$ cat src/rtl/pc_sequencer_pkg.sv
// Shared types and constants for the fetch PC sequencer.
// Widths, step size and the sequencer state encoding.
package pc_seq_pkg;

  localparam int PC_W  = 32;
  localparam int JT_W  = 27;
  localparam int CNT_W = 2;

  localparam logic [PC_W-1:0] PC_STEP = 32'd4;

  typedef enum logic [1:0] {
    RUN,
    BUBBLE,
    HALTED
  } state_t;

endpackage

$ cat src/rtl/pc_sequencer_if.sv
// Control/fetch bundle between EX/ID hazard logic and the sequencer.
// master = sequencer side, slave = pipeline side.
interface pc_sequencer_if;
  import pc_seq_pkg::*;

  logic            stall;
  logic            br_valid;
  logic            br_taken;
  logic [PC_W-1:0] br_pc4;
  logic [PC_W-1:0] br_imm;
  logic            jmp_valid;
  logic [JT_W-1:0] jmp_target;
  logic            halt;
  logic [PC_W-1:0] pc;
  logic            pc_valid;
  logic            flush;
  logic            flush_br;

  modport master (
    input  stall,
    input  br_valid,
    input  br_taken,
    input  br_pc4,
    input  br_imm,
    input  jmp_valid,
    input  jmp_target,
    input  halt,
    output pc,
    output pc_valid,
    output flush,
    output flush_br
  );

  modport slave (
    output stall,
    output br_valid,
    output br_taken,
    output br_pc4,
    output br_imm,
    output jmp_valid,
    output jmp_target,
    output halt,
    input  pc,
    input  pc_valid,
    input  flush,
    input  flush_br
  );

endinterface

$ cat src/rtl/pc_sequencer_target_calc.sv
// Candidate next-PC values: branch target, jump target, PC+4.
// Pure combinational; all sums wrap modulo 2^32.
module pc_target_calc
  import pc_seq_pkg::*;
(
  input  logic [PC_W-1:0] br_pc4,
  input  logic [PC_W-1:0] br_imm,
  input  logic [PC_W-1:0] pc,
  input  logic [JT_W-1:0] jmp_target,
  output logic [PC_W-1:0] branch_target,
  output logic [PC_W-1:0] jump_target,
  output logic [PC_W-1:0] pc_plus4
);

  // word offset: the shift drops imm[31:30]
  assign branch_target = br_pc4 + (br_imm << 2);

  assign jump_target = {pc[PC_W-1:JT_W], jmp_target};

  assign pc_plus4 = pc + PC_STEP;

endmodule

$ cat src/rtl/pc_sequencer.sv
// Fetch PC owner: picks the next PC, inserts redirect
// bubbles, pulses flush and parks in HALTED on halt.
module pc_sequencer
  import pc_seq_pkg::*;
#(
  parameter logic [PC_W-1:0] RESET_PC = 32'h0000_0000,
  parameter int REDIRECT_BUBBLES = 1
) (
  input  logic           clock,
  input  logic           reset_n,
  pc_sequencer_if.master bus
);

  localparam logic [CNT_W-1:0] BUB_CNT =
    CNT_W'(REDIRECT_BUBBLES);
  localparam logic [CNT_W-1:0] CNT_ONE =
    CNT_W'(1);

  state_t           state_q, state_d;
  logic [CNT_W-1:0] cnt_q, cnt_d;
  logic [PC_W-1:0]  pc_q, pc_d;
  logic             valid_q, valid_d;
  logic             flush_q, flush_d;
  logic             fbr_q, fbr_d;

  logic [PC_W-1:0]  br_tgt;
  logic [PC_W-1:0]  jmp_tgt;
  logic [PC_W-1:0]  pc_inc;

  logic             do_halt;
  logic             do_br;
  logic             do_jmp;
  logic             do_hold;

  pc_target_calc u_calc (
    .br_pc4        (bus.br_pc4),
    .br_imm        (bus.br_imm),
    .pc            (pc_q),
    .jmp_target    (bus.jmp_target),
    .branch_target (br_tgt),
    .jump_target   (jmp_tgt),
    .pc_plus4      (pc_inc)
  );

  // one-hot RUN decision in priority order
  always_comb begin
    do_halt = bus.halt;
    do_br   = !bus.halt
            && bus.br_valid && bus.br_taken;
    do_jmp  = !bus.halt && !do_br
            && bus.jmp_valid;
    do_hold = !bus.halt && !do_br && !do_jmp
            && bus.stall;
  end

  // next-state, next-PC and pulse outputs
  always_comb begin
    state_d = state_q;
    cnt_d   = cnt_q;
    pc_d    = pc_q;
    valid_d = valid_q;
    flush_d = 1'b0;
    fbr_d   = 1'b0;
    unique case (state_q)
      RUN: begin
        unique case (1'b1)
          do_halt: begin
            state_d = HALTED;
            valid_d = 1'b0;
          end
          do_br: begin
            pc_d    = br_tgt;
            state_d = BUBBLE;
            cnt_d   = BUB_CNT;
            valid_d = 1'b0;
            flush_d = 1'b1;
            fbr_d   = 1'b1;
          end
          do_jmp: begin
            pc_d    = jmp_tgt;
            state_d = BUBBLE;
            cnt_d   = BUB_CNT;
            valid_d = 1'b0;
            flush_d = 1'b1;
          end
          do_hold: begin
            pc_d = pc_q;
          end
          default: begin
            pc_d = pc_inc;
          end
        endcase
      end
      BUBBLE: begin
        if (bus.halt) begin
          state_d = HALTED;
          valid_d = 1'b0;
        end else if (!bus.stall) begin
          if (cnt_q == CNT_ONE) begin
            state_d = RUN;
            valid_d = 1'b1;
          end else begin
            cnt_d = cnt_q - CNT_ONE;
          end
        end
      end
      HALTED: begin
        valid_d = 1'b0;
      end
      default: begin
        state_d = RUN;
      end
    endcase
  end

  // state and output registers
  always_ff @(posedge clock or negedge reset_n) begin
    if (!reset_n) begin
      state_q <= RUN;
      cnt_q   <= '0;
      pc_q    <= RESET_PC;
      valid_q <= 1'b1;
      flush_q <= 1'b0;
      fbr_q   <= 1'b0;
    end else begin
      state_q <= state_d;
      cnt_q   <= cnt_d;
      pc_q    <= pc_d;
      valid_q <= valid_d;
      flush_q <= flush_d;
      fbr_q   <= fbr_d;
    end
  end

  assign bus.pc       = pc_q;
  assign bus.pc_valid = valid_q;
  assign bus.flush    = flush_q;
  assign bus.flush_br = fbr_q;

endmodule
$ cat src/flat_wrapper.sv
// flat-port wrapper written by rule: the top's interface ports become plain ports
module pc_sequencer_flat import pc_seq_pkg::*;
#(
  parameter logic [PC_W-1:0] RESET_PC = 32'h0000_0000,
  parameter int REDIRECT_BUBBLES = 1
)
  (clock, reset_n, bus_stall, bus_br_valid, bus_br_taken, bus_br_pc4, bus_br_imm, bus_jmp_valid, bus_jmp_target, bus_halt, bus_pc, bus_pc_valid, bus_flush, bus_flush_br);
  pc_sequencer_if bus_i ();
  input  logic clock;
  input  logic reset_n;
  input wire logic [$bits(bus_i.stall)-1:0] bus_stall;
  input wire logic [$bits(bus_i.br_valid)-1:0] bus_br_valid;
  input wire logic [$bits(bus_i.br_taken)-1:0] bus_br_taken;
  input wire logic [$bits(bus_i.br_pc4)-1:0] bus_br_pc4;
  input wire logic [$bits(bus_i.br_imm)-1:0] bus_br_imm;
  input wire logic [$bits(bus_i.jmp_valid)-1:0] bus_jmp_valid;
  input wire logic [$bits(bus_i.jmp_target)-1:0] bus_jmp_target;
  input wire logic [$bits(bus_i.halt)-1:0] bus_halt;
  output wire logic [$bits(bus_i.pc)-1:0] bus_pc;
  output wire logic [$bits(bus_i.pc_valid)-1:0] bus_pc_valid;
  output wire logic [$bits(bus_i.flush)-1:0] bus_flush;
  output wire logic [$bits(bus_i.flush_br)-1:0] bus_flush_br;
  assign bus_i.stall = bus_stall;
  assign bus_i.br_valid = bus_br_valid;
  assign bus_i.br_taken = bus_br_taken;
  assign bus_i.br_pc4 = bus_br_pc4;
  assign bus_i.br_imm = bus_br_imm;
  assign bus_i.jmp_valid = bus_jmp_valid;
  assign bus_i.jmp_target = bus_jmp_target;
  assign bus_i.halt = bus_halt;
  assign bus_pc = bus_i.pc;
  assign bus_pc_valid = bus_i.pc_valid;
  assign bus_flush = bus_i.flush;
  assign bus_flush_br = bus_i.flush_br;
  pc_sequencer #(.RESET_PC(RESET_PC), .REDIRECT_BUBBLES(REDIRECT_BUBBLES)) u_core (.clock(clock), .reset_n(reset_n), .bus(bus_i));
endmodule
$ cat config.mk
export PLATFORM = sky130hd
export DESIGN_NAME = pc_sequencer_flat
export DESIGN_NICKNAME = d
export VERILOG_FILES = /design/src/rtl/pc_sequencer_pkg.sv /design/src/rtl/pc_sequencer_if.sv /design/src/rtl/pc_sequencer_target_calc.sv /design/src/rtl/pc_sequencer.sv /design/src/flat_wrapper.sv
export SDC_FILE = /design/constraint.sdc
export NUM_CORES = 1
export LEC_CHECK = 0
export CAP_MARGIN = 20
export CORE_UTILIZATION = 49
export CTS_BUF_LIST = sky130_fd_sc_hd__clkbuf_4
export CTS_CLUSTER_DIAMETER = 60
export DETAILED_ROUTE_END_ITERATION = 8
export GPL_ROUTABILITY_DRIVEN = 0
export GPL_TIMING_DRIVEN = 0
export PLACE_DENSITY = 0.92
export SLEW_MARGIN = 30
export SYNTH_ARGS = -nofsm -noshare
export SYNTH_HDL_FRONTEND = slang
export SYNTH_SLANG_ARGS = --single-unit
$ cat constraint.sdc
create_clock -name clock -period 2.8 [get_ports clock]
set_input_delay 0.56 -clock clock [delete_from_list [all_inputs] [get_ports clock]]
set_output_delay 0.56 -clock clock [all_outputs]
set_load 0.01 [all_outputs]
==> results_dict.tcl, run 1 <==
set metrics [dict create \
    outcome "finished, final reports clean" \
    worst-path-buf-inv 1 \
    post_route_minimum_period_ns 2.778 \
    drt_pass1_iterations 6 \
    synth_nets 663 \
    cts_tree "done" \
    synth-edff-count 0 \
    pre_cts_slack_ns -0.8757 \
    vias 5211 \
    power.clock.fraction_pct 15.9 \
    synth_area_um2 4101 \
    fin_area_um2 5931 \
    gr-total-overflow 0 \
    crit_slowest_cell "sky130_fd_sc_hd__clkdlybuf4s50_1" \
    drc 0 \
    switch_pwr_uw 983.5 \
    report.final.slew_viol_count 0 \
    fp.dieW_um 93.49 \
    hold_violations 0 \
    fmax_mhz 360.0 \
    setup_viol 0 \
    synthDominantCellAreaShare_pct 23.18 \
    slew_headroom_pct 47.68 \
    worstPathMaxFanout 7 \
    ctsHoldBuffers 0 \
    clk_path_buf_depth 2 \
    detailedPlacementHpwl_um 10560 \
    drt_first_iter_violations 569 \
    report.power.total_uw 2473 \
    synth_flop_cell "sky130_fd_sc_hd__dfrtp_1" \
    postRouteWirelength_um 14930 \
    antenna_left 0 \
    first_pass_grt_wire_length_um 22390 \
    hold_path_class "primary input to asynchronous set/reset pin" \
    power.sequential.fraction_pct 33.7 \
    max-vdd-ir-drop_mv 0.2360 \
    clock_insertion_delay_worst_skew_ns 0.38 \
    power_switching_share_pct 39.77 \
    clock_transition_at_the_registers_of_the_reported_paths_ns 0.15 \
    power_density_nw_per_um2 417.0 \
    wl_per_cell_um 19.14 \
    placementRows 33 \
    yosysSeqAreaShare_pct 23.83 \
    tritoncts.num_buffers 5 \
    die_h_um 93.49 \
    cp_cell_sequence "clkdlybuf4s50_1, ha_2, nand3_2, nor2_1, or3b_4, o21ai_4, o31ai_4, o41ai_2, xnor2_1, a31oi_1" \
    slew_worst_pin_ns 0.7739 \
    antenna_cells 0 \
    timing.critical_path.depth 10 \
    portBuffers 130 \
    core-area_um2 8175 \
    placement.cell_area_um2 5557 \
    worst_setup_path_start_kind "primary input" \
    grt_max_degree 21 \
    synthesis.area_per_instance_um2 7.695 \
    critical_path_required_ns 3.02 \
    first_global_vias 4770 \
    synth.area.top_cells "sky130_fd_sc_hd__dfrtp_1 (23%), sky130_fd_sc_hd__ha_1 (9.5%), sky130_fd_sc_hd__nand2_1 (4.8%), sky130_fd_sc_hd__a21oi_1 (4.4%), sky130_fd_sc_hd__o21ai_0 (4.4%)" \
    layout_worst_path_cycle_share_pct 99.20 \
    grt_setup_unrepaired "true" \
    synth-seq-cells 39 \
    power_frac_comb_pct 50.4 \
    post_route_skew_ns 0.02950 \
    yosysUniqueCellTypes 61 \
    synthesis_to_finish_area_growth_pct 44.60 \
    fin_util_pct 72.54 \
    yosys_warnings 0 \
    antenna_found_initial 0 \
    finish.net_count 804 \
    p_leak_uw 0.002341 \
    asr_flop_ratio_synth_pct 100.0 \
    clock-sinks 39 \
    cp.arrival_ns 3.00 \
    crit_family "compound AO/OA/AOI/OAI gates" \
    floorplan.initialDensity_pct 50.17 \
    final_layout_size_suffix_gt1_share_pct 10.67 \
    cp_slowest_stage_delay_ns 0.49 \
    globalRouteTotalUtil_pct 31.85 \
    end_kind "flop" \
    io_pins 133 \
    yosysTopAreaCell "sky130_fd_sc_hd__dfrtp_1" \
    die_area_um2 8740 \
    cts_root_buffer "sky130_fd_sc_hd__clkbuf_4" \
    max_cap_viol_count 0 \
    fin_ws_ns 0.02243 \
    post_drt_via_cell_ratio 6.681 \
    setup_tns_ns 0 \
    clock_tree.htree_level_count 2 \
    path_class "primary input to flop" \
    syn-instance-count 533 \
    power_report.internal_total_uw 1489 \
    worstRegToRegCells 9 \
]
-- cell usage in the layout, fill, tap and decap left out, types with 3 or more instances in the layout --
cell                              netlist  layout
sky130_fd_sc_hd__and3_1                15      15
sky130_fd_sc_hd__nor3b_1                5       5
sky130_fd_sc_hd__and2_1                 5       5
sky130_fd_sc_hd__clkbuf_4               0       5
sky130_fd_sc_hd__dfrtp_1               38      38
sky130_fd_sc_hd__o21a_1                 8       8
sky130_fd_sc_hd__ha_2                   0       6
sky130_fd_sc_hd__nand2_1               52      52
sky130_fd_sc_hd__a21oi_1               36      31
sky130_fd_sc_hd__xnor2_1               16      15
sky130_fd_sc_hd__o21ai_0               36      35
sky130_fd_sc_hd__mux2i_1                4       4
sky130_fd_sc_hd__nand3_1               19      17
sky130_fd_sc_hd__a21o_1                14      14
sky130_fd_sc_hd__buf_4                  0       8
sky130_fd_sc_hd__o32ai_1                4       4
sky130_fd_sc_hd__clkdlybuf4s50_1        0     121
sky130_fd_sc_hd__inv_1                 19      17
sky130_fd_sc_hd__a31oi_1                9       9
sky130_fd_sc_hd__ha_4                   0       5
sky130_fd_sc_hd__a21oi_2                2       5
sky130_fd_sc_hd__a22oi_1                6       6
sky130_fd_sc_hd__o221ai_1               3       3
sky130_fd_sc_hd__dlymetal6s2s_1         0       5
sky130_fd_sc_hd__nor4_1                 3       3
sky130_fd_sc_hd__or3_1                  3       3
sky130_fd_sc_hd__nor2b_1                7       6
sky130_fd_sc_hd__nor2_1                43      41
sky130_fd_sc_hd__nor3_1                20      18
sky130_fd_sc_hd__o21bai_1               4       3
sky130_fd_sc_hd__a221oi_2               1       4
sky130_fd_sc_hd__a221oi_1              13       9
sky130_fd_sc_hd__clkbuf_1              21      15
sky130_fd_sc_hd__nand4_1               17      17
sky130_fd_sc_hd__a211oi_2               2       3
sky130_fd_sc_hd__o211ai_1               5       5
sky130_fd_sc_hd__xor2_1                16      15
sky130_fd_sc_hd__ha_1                  31      20
sky130_fd_sc_hd__o21ai_1               14      13
sky130_fd_sc_hd__a211oi_1               4       3
-- power groups by stage --
stage / Clock (µW) / Combinational [µW] / Sequential, µW
floorplan: 0 / 561 / 847
global placement: 0 / 1080 / 823
detailed placement: 0 / 1120 / 835
CTS: 380 / 1150 / 822
global route: 405 / 1330 / 847
finish: 393 / 1250 / 834
-- what timing repair did --
action                     in CTS  in global routing
setup buffers                   6                  3
setup endpoints to repair       8                 17
gates resized for setup        18                 42
pin swaps                      14                 25
-- synthesized netlist by cell type, types with 3 or more instances --
library cell and count:
sky130_fd_sc_hd__nand3_1 19, sky130_fd_sc_hd__clkbuf_1 21, sky130_fd_sc_hd__o21a_1 8, sky130_fd_sc_hd__or3_1 3, sky130_fd_sc_hd__xnor2_1 16, sky130_fd_sc_hd__a21o_1 14, sky130_fd_sc_hd__a31oi_1 9, sky130_fd_sc_hd__and2_1 5
sky130_fd_sc_hd__nor2b_1 7, sky130_fd_sc_hd__nand2_1 52, sky130_fd_sc_hd__ha_1 31, sky130_fd_sc_hd__inv_1 19, sky130_fd_sc_hd__o32ai_1 4, sky130_fd_sc_hd__a211oi_1 4, sky130_fd_sc_hd__o21ai_0 36, sky130_fd_sc_hd__o211ai_1 5
sky130_fd_sc_hd__o21ai_1 14, sky130_fd_sc_hd__mux2i_1 4, sky130_fd_sc_hd__nand4_1 17, sky130_fd_sc_hd__o31ai_1 3, sky130_fd_sc_hd__a22oi_1 6, sky130_fd_sc_hd__nor4_1 3, sky130_fd_sc_hd__xor2_1 16, sky130_fd_sc_hd__dfrtp_1 38
sky130_fd_sc_hd__o221ai_1 3, sky130_fd_sc_hd__a221oi_1 13, sky130_fd_sc_hd__a21oi_1 36, sky130_fd_sc_hd__and3_1 15, sky130_fd_sc_hd__nor2_1 43, sky130_fd_sc_hd__nor3b_1 5, sky130_fd_sc_hd__nor3_1 20, sky130_fd_sc_hd__o21bai_1 4
sky130_fd_sc_hd__a41oi_1 3
-- through the flow --
| step | hold WS, ns | cells |
|---|---|---|
| 6_report | 0.1179 | 780 |
| 5_1_grt | 0.1613 | 780 |
| 4_1_cts | 0.1534 | 779 |
| 3_5_place_dp | 0.4978 | 769 |
| 3_3_place_gp | 0.4684 | 768 |
| 2_1_floorplan | 0.2644 | 533 |
-- cell type report --
cell class | instances | area, µm²
Buffer | 17 | 65.06
Inverter | 19 | 71.32
Sequential cell | 39 | 977.2
Clock buffer | 5 | 37.54
Multi-Input combinational cell | 452 | 3203
Tap cell | 105 | 131.4
Clock inverter | 3 | 38.79
Fill cell | 577 | 2245
Timing Repair Buffer | 140 | 1406
-- worst reg2reg max path, cell delays in order (launching register included) --
cell                      delay, ns
sky130_fd_sc_hd__dfrtp_1       0.46
sky130_fd_sc_hd__ha_1          0.22
sky130_fd_sc_hd__and3_1        0.24
sky130_fd_sc_hd__nand3_1       0.22
sky130_fd_sc_hd__nor4_2        0.49
sky130_fd_sc_hd__nand4_1       0.27
sky130_fd_sc_hd__o21ai_1       0.20
sky130_fd_sc_hd__nand2_1       0.07
sky130_fd_sc_hd__a21oi_1       0.14
sky130_fd_sc_hd__o21ai_1       0.08
-- routing by layer --
| layer | wire (µm) | vias to the layer above | track usage (%) |
|---|---|---|---|
| li1 | - | 2306 | - |
| met1 | 5585 | 2388 | 40.08 |
| met2 | 7145 | 429 | 54.78 |
| met3 | 1594 | 88 | 5.447 |
| met4 | 608 | 0 | 11.03 |
| met5 | 0 | - | 0 |
-- state kept, by name (all words and copies together), names as in the netlist --
name and flops:
u_core.bus.pc 32, u_core.cnt_q 2, u_core.state_q 2, u_core.bus.flush 1, u_core.bus.flush_br 1, u_core.bus.pc_valid 1
-- cell families (layout without fill, tap and decap cells) --
group | Yosys count | count (layout) | synth area share (%)
AOI/OAI and AO/OA | 183 | 183 | 29.90
xor gates and xnor gates | 32 | 32 | 6.833
adders and majority gates | 32 | 32 | 9.945
buffers and inverters | 42 | 184 | 3.874
DFF | 39 | 39 | 23.83
muxes | 6 | 6 | 1.525
and+or+nand+nor | 199 | 199 | 24.10
-- path summary, 6_finish.rpt --
path                                                       from                              end  slack, ns
worst max-delay path                              bus_br_imm[8]    u_core.bus.pc[26]$_DFFE_PN0P_       0.02
worst min-delay path                                    reset_n     u_core.bus.pc[4]$_DFFE_PN0P_       0.12
worst max register to register     u_core.bus.pc[2]$_DFFE_PN0P_    u_core.bus.pc[30]$_DFFE_PN0P_       0.27
worst min register to register  u_core.bus.pc_valid$_DFFE_PN1P_  u_core.bus.pc_valid$_DFFE_PN1P_       0.51
max in group asynchronous                               reset_n    u_core.bus.pc[29]$_DFFE_PN0P_       2.17
min in group clock              u_core.bus.pc_valid$_DFFE_PN1P_  u_core.bus.pc_valid$_DFFE_PN1P_       0.51
No activity file was read; power rests on OpenSTA's default activity.
==> run 2, diff against run 1 <==
--- a/config.mk
+++ b/config.mk
@@ -6,13 +6,13 @@
 export NUM_CORES = 1
 export LEC_CHECK = 0
 export CAP_MARGIN = 20
-export CORE_UTILIZATION = 49
+export CORE_UTILIZATION = 45
 export CTS_BUF_LIST = sky130_fd_sc_hd__clkbuf_4
 export CTS_CLUSTER_DIAMETER = 60
 export DETAILED_ROUTE_END_ITERATION = 8
 export GPL_ROUTABILITY_DRIVEN = 0
 export GPL_TIMING_DRIVEN = 0
-export PLACE_DENSITY = 0.92
+export PLACE_DENSITY = 0.86
 export SLEW_MARGIN = 30
 export SYNTH_ARGS = -nofsm -noshare
 export SYNTH_HDL_FRONTEND = slang
==> results_dict.tcl, run 2 (synthesized netlist as in run 1, its figures left out) <==
set metrics [dict create \
    path_class "primary input to flop" \
    cp_cell_sequence "clkdlybuf4s50_1, ha_1, buf_2, a21o_1, a31o_2, a21o_1, a221oi_4, o21ai_1, a41oi_2, xor2_1, o21ai_1" \
    power.clock.fraction_pct 19.3 \
    first_global_vias 4656 \
    io_pins 133 \
    clock_insertion_delay_worst_skew_ns 0.38 \
    finish.net_count 802 \
    ctsHoldBuffers 0 \
    first_pass_grt_wire_length_um 22240 \
    gr-total-overflow 0 \
    synthesis_to_finish_area_growth_pct 41.85 \
    power_density_nw_per_um2 430.4 \
    crit_family "compound AO/OA/AOI/OAI gates" \
    power_switching_share_pct 37.60 \
    tritoncts.num_buffers 5 \
    post_route_minimum_period_ns 2.747 \
    outcome "finished, final reports clean" \
    die_h_um 97.47 \
    setup_viol 0 \
    drt_first_iter_violations 432 \
    critical_path_required_ns 3.05 \
    cp.arrival_ns 3.00 \
    cts_tree "done" \
    pre_cts_slack_ns -0.6576 \
    portBuffers 130 \
    max_cap_viol_count 0 \
    slew_headroom_pct 42.35 \
    postRouteWirelength_um 13990 \
    clk_path_buf_depth 2 \
    drc 0 \
    wl_per_cell_um 17.91 \
    fmax_mhz 364.0 \
    post_route_skew_ns 0.01935 \
    grt_max_degree 25 \
    layout_worst_path_cycle_share_pct 98.11 \
    power.sequential.fraction_pct 33.3 \
    antenna_found_initial 0 \
    end_kind "flop" \
    placementRows 34 \
    detailedPlacementHpwl_um 10650 \
    max-vdd-ir-drop_mv 0.2315 \
    core-area_um2 8763 \
    die_area_um2 9500 \
    power_report.internal_total_uw 1563 \
    clock_tree.htree_level_count 2 \
    layout_commonest_cell "sky130_fd_sc_hd__clkdlybuf4s50_1" \
    vias 4928 \
    antenna_cells 0 \
    p_leak_uw 0.002282 \
    power_frac_comb_pct 47.5 \
    worst-path-buf-inv 2 \
    globalRouteTotalUtil_pct 28.40 \
    drt_pass1_iterations 7 \
    layout_common_cells "sky130_fd_sc_hd__clkdlybuf4s50_1 (125), sky130_fd_sc_hd__nand2_1 (52), sky130_fd_sc_hd__nor2_1 (42), sky130_fd_sc_hd__dfrtp_1 (38), sky130_fd_sc_hd__o21ai_0 (36)" \
    antenna_left 0 \
    slew_worst_pin_ns 0.8582 \
    final_layout_size_suffix_gt1_share_pct 7.429 \
    clock_transition_at_the_registers_of_the_reported_paths_ns 0.14 \
    hold_path_class "primary input to asynchronous set/reset pin" \
    worstPathMaxFanout 9 \
    number_of_flip_flops_in_the_largest_register 32 \
    report.final.slew_viol_count 0 \
    hold_violations 0 \
    post_drt_via_cell_ratio 6.310 \
    timing.hold.ws_ns 0.1626 \
    cts_root_buffer "sky130_fd_sc_hd__clkbuf_4" \
    fin_ws_ns 0.05284 \
    grt_setup_unrepaired "true" \
    fp.dieW_um 97.47 \
    switch_pwr_uw 941.6 \
    cp_slowest_stage_delay_ns 0.40 \
    worst_setup_path_start_kind "primary input" \
    clock-sinks 39 \
    crit_slowest_cell "sky130_fd_sc_hd__clkdlybuf4s50_1" \
    floorplan.initialDensity_pct 46.80 \
]
-- run 2: cell count changes in the layout (fill, tap and decap cells not counted), sizes merged, moves of 2 or more --
| cell | delta |
|---|---|
| dlymetal6s2s | -3 |
| clkinv | -2 |
| clkdlybuf4s15 | -2 |
| clkdlybuf4s50 | +4 |
| buf | -3 |
-- run 2: through the flow --
stage                     setup TNS, ns  cells  instance area [µm²]  utilization (%)  total power (µW)
after floorplan                       0    533                 4101                -              1407
after global placement           -6.555    771                 5538            63.19              1907
after detailed placement         -7.510    772                 5560            63.45              1956
after CTS                             0    780                 5692            64.95              2441
after global routing            -0.1130    781                 5818            66.39              2639
final                                 0    781                 5818            66.39              2504
-- run 2: per-layer routing --
metal	routed length [µm]	vias up	GRT usage, %
met5	0	-	0
met4	374	0	10.86
met3	1264	42	5.396
met2	6784	308	47.77
met1	5566	2291	35.91
li1	-	2287	-
-- run 2: layout make-up --
class | instances | area (µm²)
clock buffers | 5 | 37.54
plain buffers | 19 | 72.57
multi-input cells | 452 | 3093
fillers | 715 | 2945
repair buffers | 136 | 1364
flip-flops and latches | 39 | 977.2
inverters | 19 | 71.32
well taps | 108 | 135.1
clock inverters | 3 | 67.56
-- run 2: power by group through the flow --
stage	Combinational, µW	Sequential [µW]	Clock (µW)
6_report	1190	833	483
5_1_grt	1280	843	512
4_1_cts	1140	824	480
3_5_place_dp	1120	834	0
3_3_place_gp	1080	825	0
2_1_floorplan	561	847	0
-- run 2: repair_timing --
action / 4_1_cts / 5_1_grt
pin swaps: 9 / 13
buffers inserted: 3 / 2
setup endpoints to repair: 6 / 18
resized for setup: 7 / 20
-- run 2: worst paths after layout --
path / start / end / slack (ns) / depth (start not counted)
setup reg to reg: u_core.bus.pc[2]$_DFFE_PN0P_ / u_core.bus.pc[26]$_DFFE_PN0P_ / 0.23 / 9
setup / recovery: bus_br_imm[22] / u_core.bus.pc[30]$_DFFE_PN0P_ / 0.05 / 11
max in group asynchronous: reset_n / u_core.bus.pc_valid$_DFFE_PN1P_ / 2.05 / 2
hold / removal: reset_n / u_core.bus.pc[5]$_DFFE_PN0P_ / 0.16 / 1
hold reg to reg: u_core.cnt_q[0]$_DFFE_PN0P_ / u_core.cnt_q[0]$_DFFE_PN0P_ / 0.51 / 1
min in group clock: u_core.cnt_q[0]$_DFFE_PN0P_ / u_core.cnt_q[0]$_DFFE_PN0P_ / 0.51 / 1
